--- config.mk ---
export PLATFORM = sky130hd
export DESIGN_NAME = shreg_fifo
export DESIGN_NICKNAME = d
export VERILOG_FILES = /design/src/rtl/shreg_fifo_pkg.sv /design/src/rtl/shreg_tap.sv /design/src/rtl/shreg_fifo.sv
export SDC_FILE = /design/constraint.sdc
export NUM_CORES = 1
export LEC_CHECK = 0
export CAP_MARGIN = 40
export CORE_MARGIN = 1
export CORE_UTILIZATION = 50
export CTS_CLUSTER_DIAMETER = 150
export DETAILED_ROUTE_END_ITERATION = 8
export PLACE_DENSITY = 0.63
export RECOVER_POWER = 100
export SYNTH_ARGS = -nofsm -noshare
export SYNTH_HDL_FRONTEND = slang
export SYNTH_SLANG_ARGS = --single-unit
--- constraint.sdc ---
create_clock -name clk -period 10.15 [get_ports clk]
set_input_delay 1.015 -clock clk [delete_from_list [all_inputs] [get_ports clk]]
set_output_delay 1.015 -clock clk [all_outputs]
set_load 0.02 [all_outputs]
--- src/rtl/shreg_fifo_pkg.sv ---
// Shared constants and helpers for the shift-register FIFO: width derivation
// and the SRL segment length the storage is expected to cascade on.
package shreg_fifo_pkg;

   localparam int SRL_SEG_LEN   = 32;
   localparam int DEFAULT_WIDTH = 1;
   localparam int DEFAULT_DEPTH = 130;

   function automatic int clog2(input int value);
      int result;
      int v;
      result = 0;
      v = value - 1;
      while (v > 0) begin
         result = result + 1;
         v = v >> 1;
      end
      return result;
   endfunction

   // Occupancy must represent 0..depth inclusive, hence depth+1 states.
   function automatic int fifo_aw(input int depth);
      return clog2(depth + 1);
   endfunction

   localparam int DEFAULT_AW = fifo_aw(DEFAULT_DEPTH);

endpackage

--- src/rtl/shreg_tap.sv ---
// Reset-free WIDTH x DEPTH shift register with shift enable and a variable
// read tap; kept free of any reset so it can map onto cascaded SRL primitives.
module shreg_tap
   import shreg_fifo_pkg::*;
#(
   parameter int WIDTH = DEFAULT_WIDTH,
   parameter int DEPTH = DEFAULT_DEPTH,
   parameter int AW    = fifo_aw(DEPTH)
) (
   input  logic             clk,
   input  logic             en,
   input  logic [WIDTH-1:0] din,
   input  logic [AW-1:0]    idx,
   output logic [WIDTH-1:0] dout
);

   logic [WIDTH-1:0] sr [DEPTH];

   always_ff @(posedge clk) begin
      if (en) begin
         sr[0] <= din;
         for (int k = 1; k < DEPTH; k++) begin
            sr[k] <= sr[k-1];
         end
      end
   end

   assign dout = sr[idx];

endmodule

--- src/rtl/shreg_fifo.sv ---
// First-word-fall-through FIFO over a variable-tap shift register.
// Define SHREG_FIFO_LEVEL_EN to expose the registered occupancy on port level.
module shreg_fifo
   import shreg_fifo_pkg::*;
#(
   parameter int WIDTH = DEFAULT_WIDTH,
   parameter int DEPTH = DEFAULT_DEPTH,
   parameter int AW    = fifo_aw(DEPTH)
) (
   input  logic             clk,
   input  logic             r_n,
   input  logic [WIDTH-1:0] i_data,
   input  logic             i_valid,
   output logic             i_ready,
   output logic [WIDTH-1:0] q_data,
   output logic             q_valid,
   input  logic             q_ready
`ifdef SHREG_FIFO_LEVEL_EN
   ,
   output logic [AW-1:0]    level
`endif
);

   localparam logic [AW-1:0] FULL = AW'(DEPTH);

   logic [AW-1:0] count;
   logic [AW-1:0] idx;
   logic          push;
   logic          pop;

   assign i_ready = r_n & (count != FULL);
   assign q_valid = r_n & (count != '0);
   assign push    = i_valid & i_ready;
   assign pop     = q_valid & q_ready;

   // The oldest entry sits at count-1; on push+pop the shift brings the
   // next-oldest into that same slot, so count stays put.
   always_ff @(posedge clk) begin
      if (!r_n) begin
         count <= '0;
      end else if (push && !pop) begin
         count <= count + 1'b1;
      end else if (pop && !push) begin
         count <= count - 1'b1;
      end
   end

   assign idx = (count == '0) ? '0 : (count - 1'b1);

   shreg_tap #(
      .WIDTH (WIDTH),
      .DEPTH (DEPTH),
      .AW    (AW)
   ) u_tap (
      .clk  (clk),
      .en   (push),
      .din  (i_data),
      .idx  (idx),
      .dout (q_data)
   );

`ifdef SHREG_FIFO_LEVEL_EN
   assign level = count;
`endif

endmodule

======== Yosys cells after proc, flatten, opt, wreduce, memory -nomap -nowiden ========
Memory sizes are Yosys's and may differ from the RTL's.
Index checks and enable logic that the tools add are counted.
storage, ports and cells
  word-level logic and storage cells ...... 21
  memories ................................ 1
  RAM bits ................................ 130
  register bits ........................... 8
cells by class
  equal/unequal tests ..................... 1
  bitwise operators ....................... 4
  mux-type cells .......................... 5
  add/subtract/negate cells ............... 2
  reduce and logical (&&, ||, !) cells .... 7
memory list
  memory    depth  bits a word  rd ports  clocked after Yosys merged registers in  write ports  RTL line         RTL
  u_tap.sr  130    1            130       0                                        130          shreg_tap.sv:17  logic [WIDTH-1:0] sr [DEPTH];
operators with widths
  operator                                           count
  two-way mux 8 bit                                  3
  adder 8 x 1 -> 8 bit (second input constant)       1
  logical NOT 8 bit                                  1
  != test 8 bit (second input constant)              1
  nonzero test 8 bit                                 1
  subtractor 8 x 1 -> 8 bit (second input constant)  1
  bitwise AND 1 bit                                  4
  logical AND 1 bit                                  2
  logical NOT 1 bit                                  2
  two-way mux 1 bit                                  2
  nonzero test 2 bit                                 1

======== Longest topological paths before layout ========
  depth in word-level cells ............... 7
  mapped depth ............................ 17
  mapped depth without buffers ............ 12

======== By module ========
From an unflattened synthesis, not the netlist that was laid out.
second synthesis, totals
  cell total of the unflattened synthesis .. 326
  area total of the unflattened synthesis .. 5819.3 µm²
by module, submodules not included
  module      cells each  instances  area an instance (µm²)  sequential area each (µm²)
  shreg_tap   228         1          5061.1                  3903.7
  shreg_fifo  98          1          758.2                   160.2

======== Least setup slack after synthesis ========
OpenSTA, ideal clock, no wires.
  path type ............................... register -> register
  start point ............................. reg count[0]
  end point ............................... reg count[7]
  buffers on the path ..................... 5
  stages on the path, launching flop included .. 15
  slack ................................... 3.674 ns
  period minus slack after synthesis ...... 6.476 ns
  data required time ...................... 10.031 ns
  arrival ................................. 6.357 ns
  cells stage by stage .................... dfxtp_1 -> buf_2 -> buf_2 -> inv_1 -> clkbuf_1 -> ha_1 -> a31oi_1 -> and2_1 -> ha_1 -> clkbuf_1 -> clkbuf_1 -> nand4_1 -> a21oi_1 -> xnor2_1 -> nor2_1
on the way
  cells in the longest elaborated chain, start to end .. 6
ends and longest elaborated chain
  item                          RTL line          RTL
  start: declaration            shreg_fifo.sv:26  logic [AW-1:0] count;
  start signal: assignment      shreg_fifo.sv:42  count <= count + 1'b1;
  start signal: assignment      shreg_fifo.sv:44  count <= count - 1'b1;
  != test 8 bit *               shreg_fifo.sv:31  assign i_ready = r_n & (count != FULL);
  bitwise AND 1 bit *           shreg_fifo.sv:31
  net i_ready                   shreg_fifo.sv:14  output logic i_ready,
  bitwise AND 1 bit *           shreg_fifo.sv:33  assign push = i_valid & i_ready;
  net push                      shreg_fifo.sv:28  logic push;
  logical NOT 1 bit             shreg_fifo.sv:43  end else if (pop && !push) begin
  logical AND 1 bit             shreg_fifo.sv:43
  nonzero test 2 bit (no line)  --
The timed path passes the listed nets; every way through them passes the cells marked *. The select of a mux whose other input is x is not followed.
A chain may end at the register's enable or synchronous reset.

======== Worst setup path after layout ========
  start point ............................. reg count[0]
  end point ............................... out q_data
on the way
  cells in the longest elaborated chain, start to end .. 3
ends and longest elaborated chain
  item                                                            RTL line          RTL
  subtractor 8 x 1 -> 8 bit or logical NOT 8 bit (tied branches)  shreg_fifo.sv:48  assign idx = (count == '0) ? '0 : (count - 1'b1);
  two-way mux 8 bit *                                             shreg_fifo.sv:48
  memory read (130 x 1 bit) *                                     --
  end: declaration                                                shreg_fifo.sv:15  output logic [WIDTH-1:0] q_data,
Mark *: on every way between the ends. The rest lies on a longest branch, timed or not.

==> flow_summary.toml <==
[finish]
seqCellArea_mm2 = 0.00407
drive_above_1_share = 0.143
final_common_cell = "edfxtp_1"
multiInputGateArea_mm2 = 0.00184
final_nets = 439
final_cells = 585
fillCellCount = 879
syn2layout_area_growth_pct = 12.8
diodes = 0
layout_common_cells = "130 x edfxtp_1, 32 x nand2_1, 24 x nor2_1, 22 x a21oi_1"

[pwr]
p_sw_frac = 0.353
ir_drop_uv = 151
p_clk_frac = 0.297
pwr-share-comb = 0.375
power.internal_mw = 1.38
power_mw = 2.14
seqPwrFrac = 0.328
p_leak_nw = 2.26
power_switching_mw = 0.755
p_per_area_mw_per_mm2 = 313

[setup_path]
worstPathRequired_ns = 9.14
crit_family = "simple AND/OR/NAND/NOR gates"
max_stage_delay_ns = 1.57
reg2reg_slack_ns = 3.92
cp_num_buf_inv = 4
setup.worst_path.end_class = "primary output"
cp_common_cell = "nor3_1"
path_class = "reg -> out"
startpoint_type = "register"
crit_path_cell_trace = "buf_4, inv_1, ha_1, nor4b_1, buf_6, nor3_1, nor3_2, o21ai_0, o211ai_1, and4bb_1, nor3_1, dlygate4sd3_1"
critPathSlowestCell = "nor4b_1"
arrival_ns = 5.51
cp_max_fo = 53

[placed_design]
hpwl_um = 7500
gp_congestion = 0.834
port_buffers = 7
dp.cells = 553
post-place-ws_ns = 4.50

[timing]
hold_ws_ns = 0.444
worstMarginPinSlew_ns = 2.69
final-max-slew-violation-count = 65
setup_ws_ns = 3.62
rsz0062_at_grt = "false"
post-route-period-util = 0.643
setup-violations-final = 0
maxSlewHeadroom = -0.790
fmax_mhz = 153
period_needed_ns = 6.53
skew_ns = 0.00761
hold_viol_final = 0
fin_setup_tns_ns = 0

[floorplan]
core_mm2 = 0.0116
num_rows = 39
initial_utilization = 0.522
fp.dieW_um = 112
die-area_mm2 = 0.0126
io_pins = 8
die_y_um = 112

[clock_network]
clk_pin_slew_ns = 0.06
post-cts-setup-buffers = 0
numClockSinks = 138
clockBufferDepth = 2
cts.htree.levels = 4
insertion_delay_ns = 0.43
clockRootBuffer = "clkbuf_16"
numCtsBuffers = 17
ctsHoldBuffers = 0
cts_tree = "done"
cts-resized-gates = 0

[synthesis]
yosysSeqAreaShare = 0.670
synth_area_mm2 = 0.00607
synthCells = 428
async_flop_share = 0
ys_warn_count = 0
synth_enable_flop_cells = 130
avgSynthCellArea_um2 = 14.2
synth_seq_cells = 138
synthFlopType = "edfxtp_1"
syn_nets = 438
synth.distinct_cells = 60

[detailed_routing]
via_per_inst = 6.18
drtIter0Drc = 412
detail_route.wl_per_cell_um = 20.9
firstDrtPassIters = 7
routed_wirelength_um = 12200
drc = 1
via_count = 3613
antenna_left = 0

[global_routing]
grt_pass1_vias = 3440
grt_pass1_wl_um = 19400
grt_max_degree = 60
grt_usage = 0.210
grt-ovfl-total = 0
antenna_found_initial = 0

[min_path]
hp-class = "reg -> reg"

[outcome]
status = "complete, but fails checks"
violations = "design-rule violations, max-capacitance violations, max-slew violations"

[job]
drv_cap = 2
-- metal layers --
metal	up-vias	global-route usage	share of wire
met4	0	0.105	0.021
met2	123	0.284	0.43
li1	1679	-	-
met5	-	0	0
met1	1787	0.312	0.49
met3	24	0.0578	0.060
-- stage by stage --
step                 util  instance area, um^2
finish              0.589                 6840
global route        0.589                 6840
CTS                 0.593                 6880
detailed placement  0.540                 6270
global placement    0.536                 6220
floorplan               -                 6070
-- final timing paths --
kind	endpoint	cells past startpoint	start
max	q_data	12	count[0]$_SDFFE_PN0P_
min	u_tap.sr[99]$_DFFE_PP_	0	u_tap.sr[98]$_DFFE_PP_
max reg2reg	u_tap.sr[98]$_DFFE_PP_	7	count[0]$_SDFFE_PN0P_
min reg2reg	u_tap.sr[99]$_DFFE_PP_	0	u_tap.sr[98]$_DFFE_PP_
-- registers in the layout, summed over array words and instances (netlist names) --
| register | cells |
|---|---|
| u_tap.sr | 130 |
| count | 8 |
-- cell type report --
class                      count  share of cell area
clock inverter                14              0.0262
inverter                       5             0.00274
clock buffer                  18              0.0627
sequential                   138               0.594
timing repair buffer          14              0.0190
tap                          143              0.0262
multi-input combinational    253               0.269
-- cell families (layout without fill, tap and decap cells) --
family	Yosys count	after routing	share of synthesized area
AO/OA/AOI/OAI	90	90	0.0974
XOR/XNOR	12	12	0.0173
adder cells (fa/ha/maj)	5	5	0.0103
buffers and inverters	37	51	0.0287
flip-flops	138	138	0.670
multiplexers	29	29	0.0732
AND/OR/NAND/NOR	117	117	0.103
-- cell usage after synthesis (2+ instances only) --
library cell	n	area (um^2)
edfxtp_1	130	3900
nand2_1	32	120
nor2_1	24	90.1
a21oi_1	22	110
clkbuf_1	17	63.8
o21ai_0	17	85.1
mux2i_1	14	140
nor3_1	13	65.1
mux4_2	12	270
nand3_1	10	50.1
o22ai_1	9	56.3
dfxtp_1	8	160
buf_2	7	35.0
a31oi_1	6	37.5
xnor2_1	6	52.6
xor2_1	6	52.6
a211oi_1	5	37.5
and3_1	5	31.3
ha_1	5	62.6
inv_1	5	18.8
buf_1	4	15.0
nand4_1	4	25.0
nor4_1	4	25.0
o2111ai_1	4	35.0
o31ai_1	4	30.0
buf_6	3	33.8
mux2_2	3	33.8
nor3_2	3	30.0
nor3b_1	3	22.5
o221a_2	3	33.8
or3_1	3	18.8
a21boi_0	2	15.0
a221oi_1	2	17.5
and2_1	2	12.5
nand2b_1	2	12.5
nand3b_1	2	15.0
nor2b_1	2	12.5
o211ai_1	2	15.0
o311ai_0	2	17.5
-- power groups by stage --
stage / sequential (mW) / combinational [mW] / clock, mW
after global routing: 0.708 / 0.869 / 0.670
after floorplan: 0.680 / 0.625 / 0
final: 0.701 / 0.802 / 0.636
after CTS: 0.701 / 0.809 / 0.648
after detailed placement: 0.712 / 0.804 / 0
after global placement: 0.711 / 0.787 / 0
(Power assumes the default switching activity.)
